$ cat config.mk
export PLATFORM = sky130hd
export DESIGN_NAME = morse_stream_decoder
export DESIGN_NICKNAME = d
export VERILOG_FILES = /design/src/rtl/morse_stream_decoder.sv
export SDC_FILE = /design/constraint.sdc
export NUM_CORES = 1
export LEC_CHECK = 0
export BUFFER_PORTS_ARGS = -buffer_cell sky130_fd_sc_hd__buf_2
export CORE_ASPECT_RATIO = 0.6
export CORE_MARGIN = 8
export CORE_UTILIZATION = 40
export CTS_BUF_LIST = sky130_fd_sc_hd__clkbuf_8
export CTS_CLUSTER_SIZE = 10
export DETAILED_ROUTE_END_ITERATION = 8
export HOLD_SLACK_MARGIN = 0.12
export PLACE_DENSITY = 0.57
export SYNTH_ARGS = -nofsm -noshare
export SYNTH_HDL_FRONTEND = slang
export SYNTH_SLANG_ARGS = --single-unit
$ cat constraint.sdc
create_clock -name clk -period 10.24 [get_ports clk]
set_clock_uncertainty 0.1 [all_clocks]
set_input_delay 0.512 -clock clk [delete_from_list [all_inputs] [get_ports clk]]
set_output_delay 0.512 -clock clk [all_outputs]
set_load 0.01 [all_outputs]
$ cat src/rtl/morse_stream_decoder.sv
`default_nettype none
// +--------------------------------------------------------------------------+
// | Module   : morse_stream_decoder                                          |
// | Brief    : Single-key Morse receiver producing (length, pattern) tokens  |
// |            into a FIFO drained over valid/ready. Optional word-space     |
// |            tokens are enabled with the WORD_SPACE_EN macro.              |
// | Revision : 1.0                                                           |
// +--------------------------------------------------------------------------+
module morse_stream_decoder #(
    parameter int UNIT_CYCLES = 5000000,
    parameter int MIN_PRESS   = 1000,
    parameter int MAX_SYM     = 10,
    parameter int DEPTH       = 8
) (
    input  logic                         clk,
    input  logic                         reset,
    input  logic                         key_in,
    output logic                         out_valid,
    input  logic                         out_ready,
    output logic [$clog2(MAX_SYM+1)-1:0] out_len,
    output logic [MAX_SYM-1:0]           out_code,
    output logic [$clog2(DEPTH+1)-1:0]   fifo_count,
    output logic                         key_level,
    output logic                         sym_err,
    output logic                         ovf
);

    localparam int c_lw = $clog2(MAX_SYM+1);
    localparam int c_cw = $clog2(7*UNIT_CYCLES+1);
    localparam int c_pw = $clog2(DEPTH);
    localparam int c_fw = $clog2(DEPTH+1);

    localparam logic [c_cw-1:0] c_one       = c_cw'(1);
    localparam logic [c_cw-1:0] c_min_press = c_cw'(MIN_PRESS);
    localparam logic [c_cw-1:0] c_dash_cnt  = c_cw'(2*UNIT_CYCLES);
    localparam logic [c_cw-1:0] c_gap_cnt   = c_cw'(3*UNIT_CYCLES);
    localparam logic [c_cw-1:0] c_max_cnt   = c_cw'(7*UNIT_CYCLES);
    localparam logic [c_lw-1:0] c_max_len   = c_lw'(MAX_SYM);
    localparam logic [c_fw-1:0] c_depth     = c_fw'(DEPTH);

    typedef enum logic [1:0] {
        S_IDLE  = 2'd0,
        S_PRESS = 2'd1,
        S_GAP   = 2'd2,
        S_WGAP  = 2'd3
    } state_t;

    // ------------------------------------------------------------------
    // Synchroniser and edge detection
    // ------------------------------------------------------------------
    logic r_sync1, r_sync2, r_key_d;
    logic w_rise, w_fall;

    always_ff @(posedge clk) begin
        if (reset) begin
            r_sync1 <= 1'b0;
            r_sync2 <= 1'b0;
            r_key_d <= 1'b0;
        end else begin
            r_sync1 <= key_in;
            r_sync2 <= r_sync1;
            r_key_d <= r_sync2;
        end
    end

    assign w_rise = r_sync2 & ~r_key_d;
    assign w_fall = ~r_sync2 & r_key_d;

    // ------------------------------------------------------------------
    // Character FSM and duration counter
    // ------------------------------------------------------------------
    state_t              r_state, w_state;
    state_t              r_prior, w_prior;
    logic [c_cw-1:0]     r_cnt, w_cnt;
    logic [c_cw-1:0]     r_saved, w_saved;
    logic [c_lw-1:0]     r_len, w_len;
    logic [MAX_SYM-1:0]  r_code, w_code;
    logic                r_discard, w_discard;
    logic                r_sym_err, w_sym_err;
    logic                r_key_level;

    logic [c_cw-1:0]     w_cnt_inc;
    logic [c_cw:0]       w_sum;
    logic [c_cw-1:0]     w_restore;
    logic                w_dash;
    logic                w_push;
    logic [c_lw-1:0]     w_push_len;
    logic [MAX_SYM-1:0]  w_push_code;

    always_ff @(posedge clk) begin
        if (reset) begin
            r_state     <= S_IDLE;
            r_prior     <= S_IDLE;
            r_cnt       <= '0;
            r_saved     <= '0;
            r_len       <= '0;
            r_code      <= '0;
            r_discard   <= 1'b0;
            r_sym_err   <= 1'b0;
            r_key_level <= 1'b0;
        end else begin
            r_state     <= w_state;
            r_prior     <= w_prior;
            r_cnt       <= w_cnt;
            r_saved     <= w_saved;
            r_len       <= w_len;
            r_code      <= w_code;
            r_discard   <= w_discard;
            r_sym_err   <= w_sym_err;
            r_key_level <= (w_state == S_PRESS) && (w_cnt >= c_min_press);
        end
    end

    always_comb begin
        w_cnt_inc   = (r_cnt < c_max_cnt) ? r_cnt + c_one : r_cnt;
        // A glitch resumes the interrupted gap as if the key never moved.
        w_sum       = {1'b0, r_saved} + {1'b0, r_cnt};
        w_restore   = (w_sum > {1'b0, c_max_cnt}) ? c_max_cnt : w_sum[c_cw-1:0];
        w_dash      = (r_cnt >= c_dash_cnt);

        w_state     = r_state;
        w_prior     = r_prior;
        w_cnt       = w_cnt_inc;
        w_saved     = r_saved;
        w_len       = r_len;
        w_code      = r_code;
        w_discard   = r_discard;
        w_sym_err   = 1'b0;
        w_push      = 1'b0;
        w_push_len  = r_len;
        w_push_code = r_code;

        if ((r_state != S_PRESS) && w_rise) begin
            w_state = S_PRESS;
            w_prior = r_state;
            w_saved = r_cnt;
            w_cnt   = c_one;
        end else begin
            case (r_state)
                S_PRESS: begin
                    if (w_fall) begin
                        if (r_cnt < c_min_press) begin
                            w_state = r_prior;
                            w_cnt   = w_restore;
                        end else begin
                            w_state = S_GAP;
                            w_cnt   = c_one;
                            if (!r_discard) begin
                                if (r_len == c_max_len) begin
                                    w_sym_err = 1'b1;
                                    w_discard = 1'b1;
                                end else begin
                                    w_code    = r_code << 1;
                                    w_code[0] = w_dash;
                                    w_len     = r_len + c_lw'(1);
                                end
                            end
                        end
                    end
                end
                S_GAP: begin
                    if (w_cnt_inc >= c_gap_cnt) begin
                        w_push    = ~r_discard;
                        w_len     = '0;
                        w_code    = '0;
                        w_discard = 1'b0;
                        w_state   = S_WGAP;
                    end
                end
                S_WGAP: begin
                    if (w_cnt_inc >= c_max_cnt) begin
`ifdef WORD_SPACE_EN
                        w_push      = 1'b1;
                        w_push_len  = '0;
                        w_push_code = '0;
`endif
                        w_state = S_IDLE;
                    end
                end
                default: begin
                end
            endcase
        end
    end

    // ------------------------------------------------------------------
    // Token FIFO with registered head outputs
    // ------------------------------------------------------------------
    logic [c_lw-1:0]    r_mem_len  [DEPTH];
    logic [MAX_SYM-1:0] r_mem_code [DEPTH];
    logic [c_pw-1:0]    r_wr_ptr, r_rd_ptr, w_rd_next;
    logic [c_fw-1:0]    r_count, w_count;
    logic               r_valid, r_ovf;
    logic [c_lw-1:0]    r_head_len, w_head_len;
    logic [MAX_SYM-1:0] r_head_code, w_head_code;
    logic               w_pop, w_full, w_wr_en, w_drop;

    always_comb begin
        w_pop     = r_valid & out_ready;
        w_full    = (r_count == c_depth);
        w_wr_en   = w_push & (~w_full | w_pop);
        w_drop    = w_push & w_full & ~w_pop;
        w_rd_next = w_pop ? r_rd_ptr + c_pw'(1) : r_rd_ptr;

        w_count = r_count;
        if (w_wr_en && !w_pop) begin
            w_count = r_count + c_fw'(1);
        end else if (!w_wr_en && w_pop) begin
            w_count = r_count - c_fw'(1);
        end

        // The incoming token becomes head when it lands in the next read slot.
        w_head_len  = '0;
        w_head_code = '0;
        if (w_count != '0) begin
            if (w_wr_en && (w_rd_next == r_wr_ptr)) begin
                w_head_len  = w_push_len;
                w_head_code = w_push_code;
            end else begin
                w_head_len  = r_mem_len[w_rd_next];
                w_head_code = r_mem_code[w_rd_next];
            end
        end
    end

    always_ff @(posedge clk) begin
        if (w_wr_en) begin
            r_mem_len[r_wr_ptr]  <= w_push_len;
            r_mem_code[r_wr_ptr] <= w_push_code;
        end
    end

    always_ff @(posedge clk) begin
        if (reset) begin
            r_wr_ptr    <= '0;
            r_rd_ptr    <= '0;
            r_count     <= '0;
            r_valid     <= 1'b0;
            r_head_len  <= '0;
            r_head_code <= '0;
            r_ovf       <= 1'b0;
        end else begin
            if (w_wr_en) begin
                r_wr_ptr <= r_wr_ptr + c_pw'(1);
            end
            r_rd_ptr    <= w_rd_next;
            r_count     <= w_count;
            r_valid     <= (w_count != '0);
            r_head_len  <= w_head_len;
            r_head_code <= w_head_code;
            if (w_drop) begin
                r_ovf <= 1'b1;
            end
        end
    end

    assign out_valid  = r_valid;
    assign out_len    = r_head_len;
    assign out_code   = r_head_code;
    assign fifo_count = r_count;
    assign key_level  = r_key_level;
    assign sym_err    = r_sym_err;
    assign ovf        = r_ovf;

endmodule
`default_nettype wire
# [Word level (Yosys, flattened, before mapping)]
# Memories as Yosys holds them, arrays and structs flattened. A register that Yosys moved wholly into a read port is not among the register bits.
# Index checks and enable logic that the tools add are counted.
[classes] eq_ne=12 reduce_logical=12 order_cmp=7 bitwise_logic=16 addsub=7 n_mux=38
[ops] cell="two-way mux 26 bit" n=6
[ops] cell="greater-or-equal comparator 26 x 24 -> 1 bit (second input constant)" n=2
[ops] cell="two-way mux 10 bit" n=5
[ops] cell="two-way mux 4 bit" n=7
[ops] cell="adder 26 x 26 -> 27 bit" n=1
[ops] cell="> comparator 27 x 26 -> 1 bit (second input constant)" n=1
[ops] cell="adder 26 x 1 -> 26 bit (second input constant)" n=1
[ops] cell="greater-or-equal comparator 26 x 10 -> 1 bit (second input constant)" n=1
[ops] cell="greater-or-equal comparator 26 bit (second input constant)" n=1
[ops] cell="less-than comparator 26 x 10 -> 1 bit (second input constant)" n=1
[ops] cell="less-than comparator 26 bit (second input constant)" n=1
[ops] cell="one-hot mux 10 bit (2 select lines)" n=1
[ops] cell="two-way mux 1 bit" n=10
[ops] cell="two-way mux 2 bit" n=5
[ops] cell="!= test 2 bit (second input constant)" n=5
[ops] cell="inverter 1 bit" n=9
[ops] cell="adder 4 x 1 -> 4 bit (second input constant)" n=2
[ops] cell="== test 4 bit (second input constant)" n=2
[ops] cell="one-hot mux 4 bit (2 select lines)" n=1
[ops] cell="AND reduction 7 bit" n=1
[ops] cell="adder 3 x 1 -> 3 bit (second input constant)" n=2
[ops] cell="AND 1 bit" n=6
[ops] cell="one-hot mux 2 bit (3 select lines)" n=1
[ops] cell="OR reduction 6 bit" n=1
[ops] cell="13 further kinds" n=19
[totals] ram_bits=112 wordCells=111 regBits=88 inputBits=4 mem_count=2 out_inout_bits=22
[mem_list] name="r_mem_code" words=8 word_bits=10 rd=1 rd_clocked_by_memory_dff=1 write_ports=1 line="190" text="logic [MAX_SYM-1:0] r_mem_code [DEPTH];"
[mem_list] name="r_mem_len" words=8 word_bits=4 rd=1 rd_clocked_by_memory_dff=1 write_ports=1 line="189" text="logic [c_lw-1:0] r_mem_len [DEPTH];"

# [Longest topological paths before layout]
# Gate-level depths: netlist of run 1.
[logic_depth] ltp_word=14 ltp_mapped=15 mapped_depth_nobuf=13

# [Least setup slack after synthesis of run 1]
# OpenSTA, ideal clock, no wires.
[synth_timing] path_kind="flip-flop to flip-flop" from="register r_cnt[1]" to="memory r_mem_code[0][0], enable pin" setup_slack_ns=5.629 stages_incl_launch_ff=11 synth_period_minus_slack_ns=4.611 path_buffers=0 arrival_ns=4.090 setup_time_ns=0.421 required_time_ns=9.719 path_cell_list="dfxtp_1 > ha_1 > nand2_1 > nor2_1 > o211ai_1 > a2111oi_0 > o211a_1 > o221ai_4 > nor2_4 > o21ai_0 > nor4_1"
[synth_via] elab_chain_len=9 elab_cells_between_ends=10 cone_classes="add/sub (1); order compare (2); mux (6); bitwise (1)"
[synth_rtl] element="start: declaration" line="74" text="logic [c_cw-1:0] r_cnt, w_cnt;"
[synth_rtl] element="start signal: assignment" line="104" text="r_cnt <= w_cnt;"
[synth_rtl] element="adder 26 x 1 -> 26 bit / less-than comparator 26 bit (equally long branches)" line="115" text="w_cnt_inc = (r_cnt < c_max_cnt) ? r_cnt + c_one : r_cnt;"
[synth_rtl] element="two-way mux 26 bit (*)" line="115"
[synth_rtl] element="greater-or-equal comparator 26 x 24 -> 1 bit (*)" line="162" text="if (w_cnt_inc >= c_gap_cnt) begin"
[synth_rtl] element="two-way mux 1 bit (*)" line="162"
[synth_rtl] element="two-way mux 1 bit (*)" line="139" text="case (r_state)"
[synth_rtl] element="two-way mux 1 bit (*)" line="133" text="if ((r_state != S_PRESS) && w_rise) begin"
[synth_rtl] element="AND 1 bit (*)" line="201" text="w_wr_en = w_push & (~w_full | w_pop);"
[synth_rtl] element="two-way mux 1 bit (*)" line="227" text="if (w_wr_en) begin"
[synth_rtl] element="two-way mux 1 bit (not written as such) (*)" line="229" text="r_mem_code[r_wr_ptr] <= w_push_code;"
[synth_rtl] element="end: declaration" line="190"
# Mark *: on every way between the ends. The rest lies on a longest branch, timed or not.

# [Worst setup path after layout of run 1]
[layout_timing] from="register r_cnt[1]" to="register r_head_len[2] (netlist: out_len[2]), read port of r_mem_len"
[layout_via] elab_chain_len=14 elab_cells_between_ends=16 cone_classes="add/sub (1); order compare (2); mux (6); bitwise (2); reduce/logical (5)"
[layout_rtl] element="adder 26 x 1 -> 26 bit / less-than comparator 26 bit (equally long branches)" line="115"
[layout_rtl] element="two-way mux 26 bit (*)" line="115"
[layout_rtl] element="greater-or-equal comparator 26 x 24 -> 1 bit (*)" line="162"
[layout_rtl] element="two-way mux 1 bit (*)" line="162"
[layout_rtl] element="two-way mux 1 bit (*)" line="139"
[layout_rtl] element="two-way mux 1 bit (*)" line="133"
[layout_rtl] element="AND 1 bit (*)" line="201"
[layout_rtl] element="zero test 1 bit" line="208" text="end else if (!w_wr_en && w_pop) begin"
[layout_rtl] element="logical AND 1 bit" line="208"
[layout_rtl] element="two-way mux 4 bit" line="208"
[layout_rtl] element="two-way mux 4 bit (*)" line="206" text="if (w_wr_en && !w_pop) begin"
[layout_rtl] element="nonzero test 4 bit (*)" line="215" text="if (w_count != '0) begin"
[layout_rtl] element="inverter 1 bit (no source line) (*)"
[layout_rtl] element="OR reduction 2 bit (no source line) (*)"
[layout_rtl] element="end: declaration" line="194" text="logic [c_lw-1:0] r_head_len, w_head_len;"
# Marked as above.
# A chain may end at the register's enable or synchronous reset.

==> impl_metrics.prom, run 1 <==
# TYPE chip_impl_metric gauge
chip_impl_metric{name="number_of_enable_flip_flop_cells_after_synthesis",unit=""} 112
chip_impl_metric{name="synth_area_per_cell",unit="um2"} 10.22
chip_impl_metric{name="min_period",unit="ps"} 5507
chip_impl_info{name="critical_path.top_delay_family",value="compound AO/OA/AOI/OAI gates"} 1
chip_impl_metric{name="grt_start_max_net_pins",unit=""} 74
chip_impl_metric{name="core-area",unit="um2"} 28710
chip_impl_metric{name="seq_area_frac_synth",unit="%"} 46.28
chip_impl_metric{name="cts_sinks",unit=""} 214
chip_impl_metric{name="post_layout_instance_count_excluding_filler_cells",unit=""} 1561
chip_impl_metric{name="crit_arrival",unit="ps"} 5780
chip_impl_metric{name="final_design_area_no_fill",unit="um2"} 12860
chip_impl_info{name="crit_path_max_delay_cell_type",value="sky130_fd_sc_hd__a311oi_4"} 1
chip_impl_metric{name="first_iter_violations",unit=""} 932
chip_impl_info{name="min_from",value="r_prior[0]"} 1
chip_impl_metric{name="critPathRequiredTime",unit="ps"} 10510
chip_impl_metric{name="antenna_cells",unit=""} 0
chip_impl_metric{name="slew-limit-headroom",unit="%"} 16.96
chip_impl_metric{name="final.hold.worst_slack",unit="ps"} 356.8
chip_impl_info{name="grt_setup_unrepaired",value="no"} 1
chip_impl_metric{name="hpwlAfterDp",unit="um"} 23430
chip_impl_metric{name="wire_length_of_the_first_global_routing_pass",unit="um"} 51910
chip_impl_metric{name="cts.repair_timing.setup_buffer_count",unit=""} 0
chip_impl_metric{name="max_slew.worst_pin.slew",unit="ps"} 1246
chip_impl_metric{name="num_rows",unit=""} 48
chip_impl_metric{name="finalSetupViolCount",unit=""} 0
chip_impl_metric{name="initial_antenna_violation_count",unit=""} 0
chip_impl_metric{name="cts.path.max_buffers",unit=""} 3
chip_impl_metric{name="design.die.area",unit="um2"} 35100
chip_impl_metric{name="layout_setup_ws",unit="ps"} 4733
chip_impl_metric{name="clk_transition_reported_paths",unit="ps"} 60
chip_impl_metric{name="synth.ff_latch_count",unit=""} 214
chip_impl_metric{name="pre_cts_slack",unit="ps"} 4953
chip_impl_info{name="rr_endpoint",value="out_len[2]"} 1
chip_impl_metric{name="syn-instance-count",unit=""} 1143
chip_impl_metric{name="num-nets-final",unit=""} 1201
chip_impl_metric{name="crit_buf_inv",unit=""} 0
chip_impl_metric{name="maxSlewViolCount",unit=""} 0
chip_impl_metric{name="post_drt_wl_per_cell",unit="um"} 21.30
chip_impl_info{name="worst_hold_path.endpoint",value="r_prior[0]"} 1
chip_impl_metric{name="placed_instance_area",unit="um2"} 12170
chip_impl_info{name="worstSetupStartpoint",value="r_cnt[1]"} 1
chip_impl_info{name="endpoint_kind",value="register"} 1
chip_impl_metric{name="gpl.final_weighted_congestion",unit=""} 0.9365
chip_impl_metric{name="max_freq",unit="GHz"} 0.1816
chip_impl_info{name="tritoncts_clock_tree",value="done"} 1
chip_impl_metric{name="yosys_warning_total",unit=""} 0
chip_impl_metric{name="global_route.overflow_total",unit=""} 0
chip_impl_metric{name="p_per_area",unit="nW/um2"} 157.1
chip_impl_metric{name="detailed_route_wire_length",unit="um"} 33250
chip_impl_metric{name="drcViolationCount",unit=""} 0
chip_impl_metric{name="grt_usage",unit="%"} 18.80
chip_impl_metric{name="chipHeight",unit="um"} 148.4
chip_impl_metric{name="drt_via_density",unit=""} 5.828
chip_impl_metric{name="tritoncts.num_buffers",unit=""} 36
chip_impl_metric{name="ir_drop_worst_vdd",unit="V"} 0.00008239
chip_impl_metric{name="syn_to_final_growth",unit="%"} 10.10
chip_impl_metric{name="r2r_setup_slack",unit="ps"} 4730
chip_impl_metric{name="number_of_global_route_vias_before_repair",unit=""} 8524
chip_impl_info{name="cp-start-kind",value="register"} 1
chip_impl_info{name="layout_common_cells",value="140 x sky130_fd_sc_hd__nand2_1, 112 x sky130_fd_sc_hd__edfxtp_1, 103 x sky130_fd_sc_hd__nor2_1"} 1
chip_impl_info{name="worstReg2RegStart",value="r_cnt[1]"} 1
chip_impl_metric{name="boundaryPins",unit=""} 26
chip_impl_info{name="worstSetupPathType",value="register to register"} 1
chip_impl_metric{name="final_antenna_net_count",unit=""} 0
chip_impl_metric{name="die_x",unit="um"} 236.6
chip_impl_info{name="layout_commonest_cell",value="sky130_fd_sc_hd__nand2_1"} 1
chip_impl_metric{name="htree_levels",unit=""} 2
chip_impl_metric{name="worstPathMaxFanout",unit=""} 15
chip_impl_metric{name="firstDrtPassIters",unit=""} 5
chip_impl_metric{name="total_placed_cells_including_tap_cells",unit=""} 1494
chip_impl_metric{name="whs_path_cells",unit=""} 2
chip_impl_metric{name="clock_latency",unit="ps"} 560
chip_impl_metric{name="p_leak",unit="nW"} 4.775
chip_impl_metric{name="floorplan.initialDensity",unit="%"} 40.68
chip_impl_metric{name="post_route_cells_drive_above_1_share",unit="%"} 14.84
chip_impl_metric{name="setup-tns-final",unit="ps"} 0
chip_impl_metric{name="worstRegToRegCells",unit=""} 12
chip_impl_metric{name="max_cap_viols",unit=""} 0
chip_impl_info{name="holdCritPathClass",value="register to register"} 1
chip_impl_metric{name="synth.lib_cells_used.distinct",unit=""} 94
chip_impl_metric{name="timing_hold_violations_final",unit=""} 0
chip_impl_metric{name="port_buffers",unit=""} 25
chip_impl_info{name="critical_path.cell_chain",value="ha_1 > nand2_1 > nor2_1 > o2111ai_1 > nor3_1 > mux2i_1 > o2111ai_2 > o221ai_4 > o211a_4 > o21ai_2 > a311oi_4 > a211oi_1"} 1
chip_impl_metric{name="total_vias_in_the_final_route",unit=""} 9097
chip_impl_metric{name="syn-cell-area",unit="um2"} 11680
chip_impl_metric{name="critical_path.max_stage_delay",unit="ps"} 1080
chip_impl_metric{name="postSynth.asyncResetShare",unit="%"} 0
chip_impl_info{name="postSynth.topFlopCell",value="sky130_fd_sc_hd__edfxtp_1"} 1
chip_impl_info{name="ctsRootBufferMaster",value="sky130_fd_sc_hd__clkbuf_8"} 1
chip_impl_metric{name="timing.final.crit_share",unit="%"} 53.78
chip_impl_metric{name="postSynthNetCount",unit=""} 1186
chip_impl_info{name="run_status",value="finished clean"} 1
==> worst reg2reg max path, stage by stage, from the launching register on <==
cell,delay [ps]
sky130_fd_sc_hd__dfxtp_1,510
sky130_fd_sc_hd__ha_1,390
sky130_fd_sc_hd__nand2_1,160
sky130_fd_sc_hd__nor2_1,570
sky130_fd_sc_hd__o2111ai_1,410
sky130_fd_sc_hd__nor3_1,680
sky130_fd_sc_hd__mux2i_1,340
sky130_fd_sc_hd__o2111ai_2,210
sky130_fd_sc_hd__o221ai_4,460
sky130_fd_sc_hd__o211a_4,240
sky130_fd_sc_hd__o21ai_2,70
sky130_fd_sc_hd__a311oi_4,1080
sky130_fd_sc_hd__a211oi_1,110
==> worst max-delay path by stage <==
stage                       end  slack (ps)  cells past startpoint
2_1_floorplan  r_mem_code[0][0]        5630                     10
3_3_place_gp         out_len[2]        4900                     12
3_5_place_dp         out_len[2]        4950                     12
4_1_cts              out_len[2]        4940                     12
5_1_grt              out_len[2]        4370                     12
6_report             out_len[2]        4730                     12
==> cell type report <==
class | count | area (um2)
Fill cell | 2763 | 15850
Multi-Input combinational cell | 834 | 5918
Sequential cell | 214 | 5405
Clock buffer | 41 | 564.3
Tap cell | 375 | 469.2
Timing Repair Buffer | 47 | 292.8
Clock inverter | 25 | 115.1
Inverter | 25 | 93.84
==> what timing repair did <==
item | 4_1_cts | 5_1_grt
endpoints found under the setup margin | 0 | 0
hold endpoints to repair | 1 | 0
hold buffers | 1 | 0
resized for setup | 0 | 0
==> synthesized netlist by cell type, drive strengths merged, types with 9 or more instances <==
cell | instances | area (um2)
nand3 | 26 | 140.1
inv | 25 | 93.84
and2 | 13 | 81.33
a211oi | 29 | 275.3
nor2 | 105 | 404.1
mux4 | 28 | 630.6
edfxtp | 112 | 3363
buf | 27 | 158.9
o211ai | 11 | 96.34
nor4 | 13 | 96.34
nor3 | 31 | 171.4
xor2 | 25 | 219.0
ha | 38 | 475.5
nand4 | 19 | 133.9
a22oi | 19 | 156.4
a21oi | 87 | 442.9
clkbuf | 43 | 161.4
a31oi | 10 | 62.56
nand2 | 140 | 525.5
or3 | 9 | 56.30
o21ai | 49 | 249.0
and3 | 9 | 61.31
xnor2 | 30 | 262.8
mux2i | 24 | 252.7
nand2b | 9 | 56.30
dfxtp | 102 | 2042
==> per-stage QoR <==
| stage | util, % | total power, mW |
|---|---|---|
| after floorplan | - | 1.210 |
| after global placement | 42.39 | 1.313 |
| after detailed placement | 42.39 | 1.315 |
| after CTS | 44.79 | 2.051 |
| after global routing | 44.79 | 2.112 |
| final | 44.79 | 2.020 |
==> sequential cells by signal, summed over array words and instances, names as in the netlist, 2 cells and up <==
signal and count:
out_len 4, r_code 10, r_mem_code 80, r_rd_ptr 3, r_state 2, r_cnt 26
out_code 10, r_wr_ptr 3, r_len 4, r_saved 26, fifo_count 4, r_mem_len 32
r_prior 2
==> metal layers <==
layer / global-route usage [%] / share of wire (%) / up-vias
met5: 0 / 0 / -
met1: 30.80 / 53 / 4406
met3: 4.804 / 9.0 / 42
met2: 23.05 / 36 / 346
met4: 4.926 / 1.8 / 0
li1: - / - / 4303
==> kinds of logic (layout without fill, tap and decap cells) <==
kind of cell,after synthesis,in the layout,synth area share [%]
flops,214,214,46.28
compound gates,281,281,17.26
fa+ha+maj,39,39,4.243
xor+xnor,55,55,4.125
simple gates,407,407,16.98
buf+inv,95,138,3.546
mux,52,52,7.564
==> where the power goes <==
group | leakage (nW) | switching [mW] | total (mW) | internal [mW]
Sequential | 1.88 | 0.0276 | 0.957 | 0.930
Clock | 0.416 | 0.360 | 0.730 | 0.370
Combinational | 2.48 | 0.184 | 0.333 | 0.149
Total | 4.77 | 0.572 | 2.02 | 1.45
No activity file was read; power rests on OpenSTA's default activity.
==> run 2, diff against run 1 <==
--- a/config.mk
+++ b/config.mk
@@ -5,6 +5,7 @@
 export SDC_FILE = /design/constraint.sdc
 export NUM_CORES = 1
 export LEC_CHECK = 0
+export ABC_AREA = 1
 export BUFFER_PORTS_ARGS = -buffer_cell sky130_fd_sc_hd__buf_2
 export CORE_ASPECT_RATIO = 0.6
 export CORE_MARGIN = 8
@@ -13,7 +14,7 @@
 export CTS_CLUSTER_SIZE = 10
 export DETAILED_ROUTE_END_ITERATION = 8
 export HOLD_SLACK_MARGIN = 0.12
-export PLACE_DENSITY = 0.57
+export PLACE_DENSITY = 0.59
 export SYNTH_ARGS = -nofsm -noshare
 export SYNTH_HDL_FRONTEND = slang
 export SYNTH_SLANG_ARGS = --single-unit
==> constraint.sdc (replaced) <==
create_clock -name clk -period 4.8 [get_ports clk]
set_clock_uncertainty 0.1 [all_clocks]
set_input_delay 0.24 -clock clk [delete_from_list [all_inputs] [get_ports clk]]
set_output_delay 0.24 -clock clk [all_outputs]
set_load 0.01 [all_outputs]
==> run 2 against run 1 <==
Net effect: global-route usage grew 2.0 points; sequential share of layout area decreased by 2.7 points; power rose by 130%; clock-buffer cell count up 4; flip-flop and latch count unchanged; final area up 6.9%; setup slack lost 4200 ps; sequential power up 110%; clock power up 130%; die area up 4.6%.
==> impl_metrics.prom, run 2 <==
# TYPE chip_impl_metric gauge
chip_impl_metric{name="design.die.area",unit="um2"} 36700
chip_impl_info{name="ctsRootBufferMaster",value="sky130_fd_sc_hd__clkbuf_8"} 1
chip_impl_metric{name="gpl.final_weighted_congestion",unit=""} 0.9601
chip_impl_metric{name="pre_cts_slack",unit="ps"} 489.6
chip_impl_metric{name="cts.repair_timing.setup_buffer_count",unit=""} 0
chip_impl_metric{name="first_iter_violations",unit=""} 1404
chip_impl_metric{name="utilization",unit="%"} 45.75
chip_impl_metric{name="global_route.overflow_total",unit=""} 0
chip_impl_metric{name="p_per_area",unit="nW/um2"} 343.1
chip_impl_metric{name="timing.final.crit_share",unit="%"} 89.88
chip_impl_metric{name="wire_length_of_the_first_global_routing_pass",unit="um"} 59660
chip_impl_metric{name="max_slew.worst_pin.slew",unit="ps"} 729.9
chip_impl_metric{name="synth.lib_cells_used.distinct",unit=""} 55
chip_impl_metric{name="post_drt_wl_per_cell",unit="um"} 18.25
chip_impl_metric{name="final_design_area_no_fill",unit="um2"} 13740
chip_impl_metric{name="number_of_enable_flip_flop_cells_after_synthesis",unit=""} 112
chip_impl_info{name="layout_common_cells",value="494 x sky130_fd_sc_hd__nand2_1, 212 x sky130_fd_sc_hd__nor2_1, 183 x sky130_fd_sc_hd__inv_1"} 1
chip_impl_metric{name="p_leak",unit="nW"} 5.960
chip_impl_metric{name="sequentialPowerShare",unit="%"} 43.5
chip_impl_metric{name="postSynthNetCount",unit=""} 1703
chip_impl_metric{name="worstPathMaxFanout",unit=""} 10
chip_impl_metric{name="core-area",unit="um2"} 30040
chip_impl_metric{name="cts.path.max_buffers",unit=""} 3
chip_impl_info{name="grt_setup_unrepaired",value="no"} 1
chip_impl_metric{name="final.hold.worst_slack",unit="ps"} 301.5
chip_impl_metric{name="post_layout_instance_count_excluding_filler_cells",unit=""} 2143
chip_impl_metric{name="pwr-share-comb",unit="%"} 20.5
chip_impl_info{name="synth.top_cells.by_count",value="496 x sky130_fd_sc_hd__nand2_1, 212 x sky130_fd_sc_hd__nor2_1, 172 x sky130_fd_sc_hd__inv_1"} 1
chip_impl_metric{name="yosys_warning_total",unit=""} 0
chip_impl_info{name="tritoncts_clock_tree",value="done"} 1
chip_impl_metric{name="total_placed_cells_including_tap_cells",unit=""} 2075
chip_impl_metric{name="final_antenna_net_count",unit=""} 0
chip_impl_metric{name="hpwlAfterDp",unit="um"} 28350
chip_impl_metric{name="number_of_global_route_vias_before_repair",unit=""} 9998
chip_impl_metric{name="floorplan.initialDensity",unit="%"} 40.82
chip_impl_info{name="post_synth_main_area_contributors",value="sky130_fd_sc_hd__edfxtp_1 27%, sky130_fd_sc_hd__dfxtp_1 17%, sky130_fd_sc_hd__nand2_1 15%"} 1
chip_impl_metric{name="seq_area_frac_synth",unit="%"} 44.07
chip_impl_metric{name="layout_setup_ws",unit="ps"} 485.7
chip_impl_info{name="worstSetupPathType",value="register to register"} 1
chip_impl_metric{name="max_freq",unit="GHz"} 0.2318
chip_impl_metric{name="syn_to_final_growth",unit="%"} 12.06
chip_impl_metric{name="placed_instance_area",unit="um2"} 12970
chip_impl_metric{name="postSynth.asyncResetShare",unit="%"} 0
chip_impl_metric{name="drt_via_density",unit=""} 5.308
chip_impl_metric{name="switching_power",unit="mW"} 1.487
chip_impl_metric{name="post-layout-total-power",unit="mW"} 4.715
chip_impl_metric{name="die_x",unit="um"} 242.1
chip_impl_info{name="largest-register",value="r_mem_code"} 1
chip_impl_metric{name="internal-power",unit="mW"} 3.229
chip_impl_metric{name="boundaryPins",unit=""} 26
chip_impl_metric{name="maxSlewViolCount",unit=""} 0
chip_impl_metric{name="timing_hold_violations_final",unit=""} 0
chip_impl_info{name="yosys.cell_count.top_type",value="sky130_fd_sc_hd__nand2_1"} 1
chip_impl_metric{name="clk_transition_reported_paths",unit="ps"} 60
chip_impl_info{name="synth.largest_area_cell",value="sky130_fd_sc_hd__edfxtp_1"} 1
chip_impl_info{name="reg.largest.list",value="r_mem_code (80), r_mem_len (32)"} 1
chip_impl_metric{name="firstDrtPassIters",unit=""} 5
chip_impl_metric{name="clock_latency",unit="ps"} 560
chip_impl_metric{name="cts_sinks",unit=""} 214
chip_impl_metric{name="total_vias_in_the_final_route",unit=""} 11380
chip_impl_metric{name="max_reg_flops",unit=""} 80
chip_impl_metric{name="finalSetupViolCount",unit=""} 0
chip_impl_metric{name="critical_path.max_stage_delay",unit="ps"} 570
chip_impl_metric{name="chipHeight",unit="um"} 151.6
chip_impl_metric{name="detailed_route_wire_length",unit="um"} 39100
chip_impl_metric{name="grt_start_max_net_pins",unit=""} 70
chip_impl_metric{name="min_period",unit="ps"} 4314
chip_impl_info{name="crit_path_max_delay_cell_type",value="sky130_fd_sc_hd__dfxtp_1"} 1
chip_impl_metric{name="filler_cell_count",unit=""} 3043
chip_impl_info{name="layout_commonest_cell",value="sky130_fd_sc_hd__nand2_1"} 1
chip_impl_metric{name="slew-limit-headroom",unit="%"} 51.34
chip_impl_metric{name="synth.ff_latch_count",unit=""} 214
chip_impl_metric{name="num_rows",unit=""} 49
chip_impl_metric{name="crit_arrival",unit="ps"} 4630
chip_impl_metric{name="critPathRequiredTime",unit="ps"} 5120
chip_impl_metric{name="synth.top_cell.area_share",unit="%"} 27.42
chip_impl_metric{name="max_cap_viols",unit=""} 0
chip_impl_metric{name="synth_area_per_cell",unit="um2"} 7.388
chip_impl_info{name="path_common_cell",value="sky130_fd_sc_hd__nor2_1"} 1
chip_impl_metric{name="sw_frac_of_total",unit="%"} 31.53
chip_impl_metric{name="port_buffers",unit=""} 25
chip_impl_metric{name="ir_drop_worst_vdd",unit="V"} 0.0001746
chip_impl_metric{name="power_frac_clock",unit="%"} 36.0
chip_impl_info{name="run_status",value="finished clean"} 1
chip_impl_metric{name="antenna_cells",unit=""} 0
chip_impl_metric{name="syn-instance-count",unit=""} 1660
chip_impl_metric{name="num-nets-final",unit=""} 1750
chip_impl_metric{name="syn-cell-area",unit="um2"} 12260
chip_impl_metric{name="post_route_cells_drive_above_1_share",unit="%"} 9.856
chip_impl_info{name="endpoint_kind",value="register"} 1
chip_impl_info{name="postSynth.topFlopCell",value="sky130_fd_sc_hd__edfxtp_1"} 1
chip_impl_metric{name="setup-tns-final",unit="ps"} 0
chip_impl_metric{name="grt_usage",unit="%"} 20.84
chip_impl_metric{name="drcViolationCount",unit=""} 0
chip_impl_metric{name="htree_levels",unit=""} 2
chip_impl_metric{name="initial_antenna_violation_count",unit=""} 0
chip_impl_info{name="holdCritPathClass",value="register to register"} 1
chip_impl_info{name="cp-start-kind",value="register"} 1
chip_impl_metric{name="tritoncts.num_buffers",unit=""} 36
chip_impl_info{name="critical_path.cell_chain",value="ha_1 > inv_1 > nor2_1 > nand2_1 > nor2_1 > xor2_1 > o21ai_2 > nand2_1 > inv_1 > nand2_1 > nor2_1 > nand3_2 > nand3_4 > nand3_2 > inv_2 > nand4_4 > a21oi_1 > nor2_1"} 1
[run 2: cell count changes after synthesis, sizes merged, moves of 13 or more]
cell	change
a211oi	-27
a21oi	+39
a22oi	-18
a32o	+13
inv	+154
mux2i	-24
mux4	-28
nand2	+362
nand3	+47
nor2	+122
nor3	-15
o21ai	+48
xnor2	-28
[run 2: cell type report]
| class | instances | area [um2] | area share [%] |
|---|---|---|---|
| Inverter | 183 | 686.9 | 4.998 |
| Clock inverter | 21 | 127.6 | 0.9286 |
| Timing Repair Buffer | 68 | 478.0 | 3.478 |
| Sequential cell | 214 | 5405 | 39.33 |
| Multi-Input combinational cell | 1204 | 5916 | 43.04 |
| Tap cell | 408 | 510.5 | 3.714 |
| Clock buffer | 45 | 619.3 | 4.507 |
[run 2: what timing repair did]
action | 4_1_cts | 5_1_grt
resized for setup | 0 | 1
setup endpoints to repair | 0 | 1
endpoints found under the hold margin | 6 | 0
hold buffers | 2 | 0
[run 2: final timing paths]
check          endpoint     start  cells after the start  slack, ps
max          out_len[0]  r_cnt[0]                     18        490
min             r_sync2   r_sync1                      2        300
max reg2reg  out_len[0]  r_cnt[0]                     18        490
min reg2reg     r_sync2   r_sync1                      2        300
[run 2: worst max-delay path, delay by kind of cell, from the launching register on]
kind / cells / cell delay [ps]
AO/OA/AOI/OAI: 2 / 760
flip-flops: 1 / 570
AND/OR/NAND/NOR: 11 / 2010
XOR/XNOR: 1 / 90
buffers and inverters: 3 / 330
adder cells (fa/ha/maj): 1 / 310
[run 2: routing by layer]
metal,track usage [%],vias up,wire length (um)
met1,34.12,5251,20520
met5,0,-,0
li1,-,5535,-
met4,4.117,0,558
met3,6.968,53,4808
met2,24.68,536,13210
[run 2: power groups by stage]
stage | Clock (mW) | Combinational, mW | Sequential [mW]
3_5_place_dp | 0 | 0.961 | 2.09
2_1_floorplan | 0 | 0.650 | 2.11
4_1_cts | 1.74 | 0.969 | 2.05
3_3_place_gp | 0 | 0.957 | 2.09
5_1_grt | 1.82 | 1.08 | 2.06
6_report | 1.70 | 0.966 | 2.05
[run 2: cells by family (layout without fill, tap and decap cells)]
logic type               Yosys count  count (layout)  synth area share [%]
flip-flops                       214             214                 44.07
adder cells (fa/ha/maj)           39              39                 4.040
AO/OA/AOI/OAI                    271             271                 12.37
buffers and inverters            242             317                 7.866
XOR/XNOR                          31              31                 2.214
AND/OR/NAND/NOR                  863             863                 29.43
==> run 3, diff against run 2 <==
--- a/config.mk
+++ b/config.mk
@@ -6,15 +6,15 @@
 export NUM_CORES = 1
 export LEC_CHECK = 0
 export ABC_AREA = 1
-export BUFFER_PORTS_ARGS = -buffer_cell sky130_fd_sc_hd__buf_2
 export CORE_ASPECT_RATIO = 0.6
 export CORE_MARGIN = 8
 export CORE_UTILIZATION = 40
 export CTS_BUF_LIST = sky130_fd_sc_hd__clkbuf_8
 export CTS_CLUSTER_SIZE = 10
 export DETAILED_ROUTE_END_ITERATION = 8
+export DONT_BUFFER_PORTS = 1
 export HOLD_SLACK_MARGIN = 0.12
-export PLACE_DENSITY = 0.59
+export PLACE_DENSITY = 0.58
 export SYNTH_ARGS = -nofsm -noshare
 export SYNTH_HDL_FRONTEND = slang
 export SYNTH_SLANG_ARGS = --single-unit
==> run 3 against run 2 <==
Net effect: register-to-register slack worse by 130 ps; critical path type unchanged; via count shrank 0.71%; critical endpoint is now r_cnt[7]; largest cell class unchanged; combinational power down 8.6%; wire length grew 0.22%; first-iteration DRC count decreased by 7.1%.
==> impl_metrics.prom, run 3 (synthesized netlist as in run 2, its figures left out) <==
# TYPE chip_impl_metric gauge
chip_impl_metric{name="r2r_setup_slack",unit="ps"} 350
chip_impl_metric{name="htree_levels",unit=""} 2
chip_impl_metric{name="num_rows",unit=""} 49
chip_impl_metric{name="cts.path.max_buffers",unit=""} 3
chip_impl_metric{name="layout_setup_ws",unit="ps"} 353.8
chip_impl_metric{name="tritoncts.num_buffers",unit=""} 36
chip_impl_metric{name="design.die.area",unit="um2"} 36700
chip_impl_metric{name="max_cap_viols",unit=""} 0
chip_impl_metric{name="worstPathMaxFanout",unit=""} 24
chip_impl_metric{name="worstRegToRegCells",unit=""} 15
chip_impl_metric{name="clk_transition_reported_paths",unit="ps"} 70
chip_impl_metric{name="firstDrtPassIters",unit=""} 6
chip_impl_metric{name="total_placed_cells_including_tap_cells",unit=""} 2044
chip_impl_metric{name="drt_via_density",unit=""} 5.353
chip_impl_metric{name="min_period",unit="ps"} 4446
chip_impl_info{name="grt_most_used_layer",value="met1"} 1
chip_impl_metric{name="max_slew.worst_pin.slew",unit="ps"} 730.0
chip_impl_metric{name="total_vias_in_the_final_route",unit=""} 11290
chip_impl_metric{name="final_design_area_no_fill",unit="um2"} 13510
chip_impl_metric{name="global_route.overflow_total",unit=""} 0
chip_impl_metric{name="drcViolationCount",unit=""} 0
chip_impl_metric{name="setup-tns-final",unit="ps"} 0
chip_impl_metric{name="core-area",unit="um2"} 30040
chip_impl_metric{name="timing_hold_violations_final",unit=""} 0
chip_impl_metric{name="p_leak",unit="nW"} 5.779
chip_impl_info{name="worstSetupPathType",value="register to register"} 1
chip_impl_metric{name="grt.met2_usage",unit="%"} 24.24
chip_impl_metric{name="grt_usage",unit="%"} 20.86
chip_impl_metric{name="port_buffers",unit=""} 0
chip_impl_info{name="tritoncts_clock_tree",value="done"} 1
chip_impl_metric{name="boundaryPins",unit=""} 26
chip_impl_metric{name="p_per_area",unit="nW/um2"} 335.3
chip_impl_metric{name="post_drt_wl_per_cell",unit="um"} 18.57
chip_impl_metric{name="syn_to_final_growth",unit="%"} 10.16
chip_impl_metric{name="grtUsageMet1",unit="%"} 33.60
chip_impl_metric{name="post_route_cells_drive_above_1_share",unit="%"} 7.814
chip_impl_metric{name="gpl.final_weighted_congestion",unit=""} 1.039
chip_impl_metric{name="max_reg_flops",unit=""} 80
chip_impl_info{name="endpoint_kind",value="register"} 1
chip_impl_metric{name="cts_sinks",unit=""} 214
chip_impl_metric{name="clock_latency",unit="ps"} 550
chip_impl_metric{name="wire_length_of_the_first_global_routing_pass",unit="um"} 59400
chip_impl_metric{name="pre_cts_slack",unit="ps"} 488.0
chip_impl_metric{name="grt_start_max_net_pins",unit=""} 70
chip_impl_metric{name="initial_antenna_violation_count",unit=""} 0
chip_impl_metric{name="max_freq",unit="GHz"} 0.2249
chip_impl_metric{name="die_x",unit="um"} 242.1
chip_impl_metric{name="number_of_global_route_vias_before_repair",unit=""} 9900
chip_impl_metric{name="antenna_cells",unit=""} 0
chip_impl_metric{name="groute.layer.met3.usage",unit="%"} 8.421
chip_impl_metric{name="final_antenna_net_count",unit=""} 0
chip_impl_metric{name="first_iter_violations",unit=""} 1304
chip_impl_metric{name="finalSetupViolCount",unit=""} 0
chip_impl_info{name="run_status",value="finished clean"} 1
chip_impl_metric{name="ir_drop_worst_vdd",unit="V"} 0.0001430
chip_impl_metric{name="placed_instance_area",unit="um2"} 12790
chip_impl_metric{name="critPathRequiredTime",unit="ps"} 5140
chip_impl_metric{name="slew-limit-headroom",unit="%"} 51.33
chip_impl_metric{name="hpwlAfterDp",unit="um"} 28340
chip_impl_info{name="reg.largest.list",value="r_mem_code (80), r_mem_len (32)"} 1
chip_impl_metric{name="crit_arrival",unit="ps"} 4790
chip_impl_metric{name="whs_path_cells",unit=""} 4
chip_impl_info{name="cp-start-kind",value="register"} 1
chip_impl_info{name="ctsRootBufferMaster",value="sky130_fd_sc_hd__clkbuf_8"} 1
chip_impl_metric{name="post_layout_instance_count_excluding_filler_cells",unit=""} 2110
chip_impl_metric{name="floorplan.initialDensity",unit="%"} 40.82
chip_impl_info{name="largest-register",value="r_mem_code"} 1
chip_impl_info{name="holdCritPathClass",value="input pin to register"} 1
chip_impl_metric{name="maxSlewViolCount",unit=""} 0
chip_impl_metric{name="timing.final.crit_share",unit="%"} 92.63
chip_impl_metric{name="chipHeight",unit="um"} 151.6
chip_impl_metric{name="detailed_route_wire_length",unit="um"} 39190
chip_impl_metric{name="post-layout-total-power",unit="mW"} 4.530
chip_impl_info{name="grt_setup_unrepaired",value="no"} 1
chip_impl_metric{name="num-nets-final",unit=""} 1721
chip_impl_info{name="layout_commonest_cell",value="sky130_fd_sc_hd__nand2_1"} 1
chip_impl_info{name="layout_common_cells",value="494 x sky130_fd_sc_hd__nand2_1, 212 x sky130_fd_sc_hd__nor2_1, 183 x sky130_fd_sc_hd__inv_1"} 1
[run 3: cell count changes in the layout (fill, tap and decap cells not counted)]
| cell | delta |
|---|---|
| sky130_fd_sc_hd__buf_16 | +1 |
| sky130_fd_sc_hd__clkinv_1 | +4 |
| sky130_fd_sc_hd__dlygate4sd3_1 | +1 |
| sky130_fd_sc_hd__clkbuf_8 | -3 |
| sky130_fd_sc_hd__clkinv_2 | -3 |
| sky130_fd_sc_hd__buf_12 | -2 |
| sky130_fd_sc_hd__o21ai_2 | -1 |
| sky130_fd_sc_hd__bufinv_16 | -1 |
| sky130_fd_sc_hd__buf_4 | -4 |
| sky130_fd_sc_hd__o21ai_4 | +1 |
| sky130_fd_sc_hd__inv_8 | -1 |
| sky130_fd_sc_hd__buf_2 | -25 |
[run 3: critical path: stages, from the launching register on]
cell	delay, ps
sky130_fd_sc_hd__dfxtp_1	400
sky130_fd_sc_hd__ha_1	340
sky130_fd_sc_hd__fa_1	450
sky130_fd_sc_hd__nand2_1	100
sky130_fd_sc_hd__nand3_1	320
sky130_fd_sc_hd__nand2_1	200
sky130_fd_sc_hd__nand2_1	200
sky130_fd_sc_hd__a21oi_1	430
sky130_fd_sc_hd__nand3_1	140
sky130_fd_sc_hd__nor2_1	150
sky130_fd_sc_hd__nand4_1	150
sky130_fd_sc_hd__nand2_2	390
sky130_fd_sc_hd__a21oi_1	110
sky130_fd_sc_hd__o21ai_0	230
sky130_fd_sc_hd__nor2_1	50
sky130_fd_sc_hd__dlygate4sd3_1	550
[run 3: path summary, 6_finish.rpt]
kind | startpoint | endpoint
setup / recovery | r_cnt[0] | r_cnt[7]
hold / removal | out_ready | fifo_count[2]
setup reg to reg | r_cnt[0] | r_cnt[7]
hold reg to reg | r_sync1 | r_sync2
[run 3: timing repair]
item,CTS,global route
endpoints found under the hold margin,54,0
setup buffers,0,0
hold buffers,4,0
gates resized for setup,0,1
setup endpoints to repair,0,2
[run 3: cell type report]
| type | instances | area [um2] |
|---|---|---|
| clock inverters | 20 | 86.33 |
| multi-input cells | 1204 | 5923 |
| fillers | 3088 | 16530 |
| clock buffers | 42 | 578.1 |
| inverters | 183 | 686.9 |
| flip-flops and latches | 214 | 5405 |
| well taps | 408 | 510.5 |
| repair buffers | 39 | 320.3 |
[run 3: layer usage]
layer	routed length, um	share of wire (%)
met1	20140	51
met2	12910	33
met3	5492	14
met4	641	1.6
met5	0	0
[run 3: through the flow]
stage | util, % | hold slack (ps)
detailed placement | 42.56 | 227.1
global route | 44.97 | 243.4
CTS | 44.96 | 196.9
floorplan | - | 247.0
global placement | 42.56 | 225.7
finish | 44.97 | 230.4
[run 3: power breakdown]
part           leakage [nW]  switching (mW)  internal (mW)
registers              1.87          0.0988           2.00
logic                  3.53           0.598          0.285
clock network         0.381           0.753          0.795
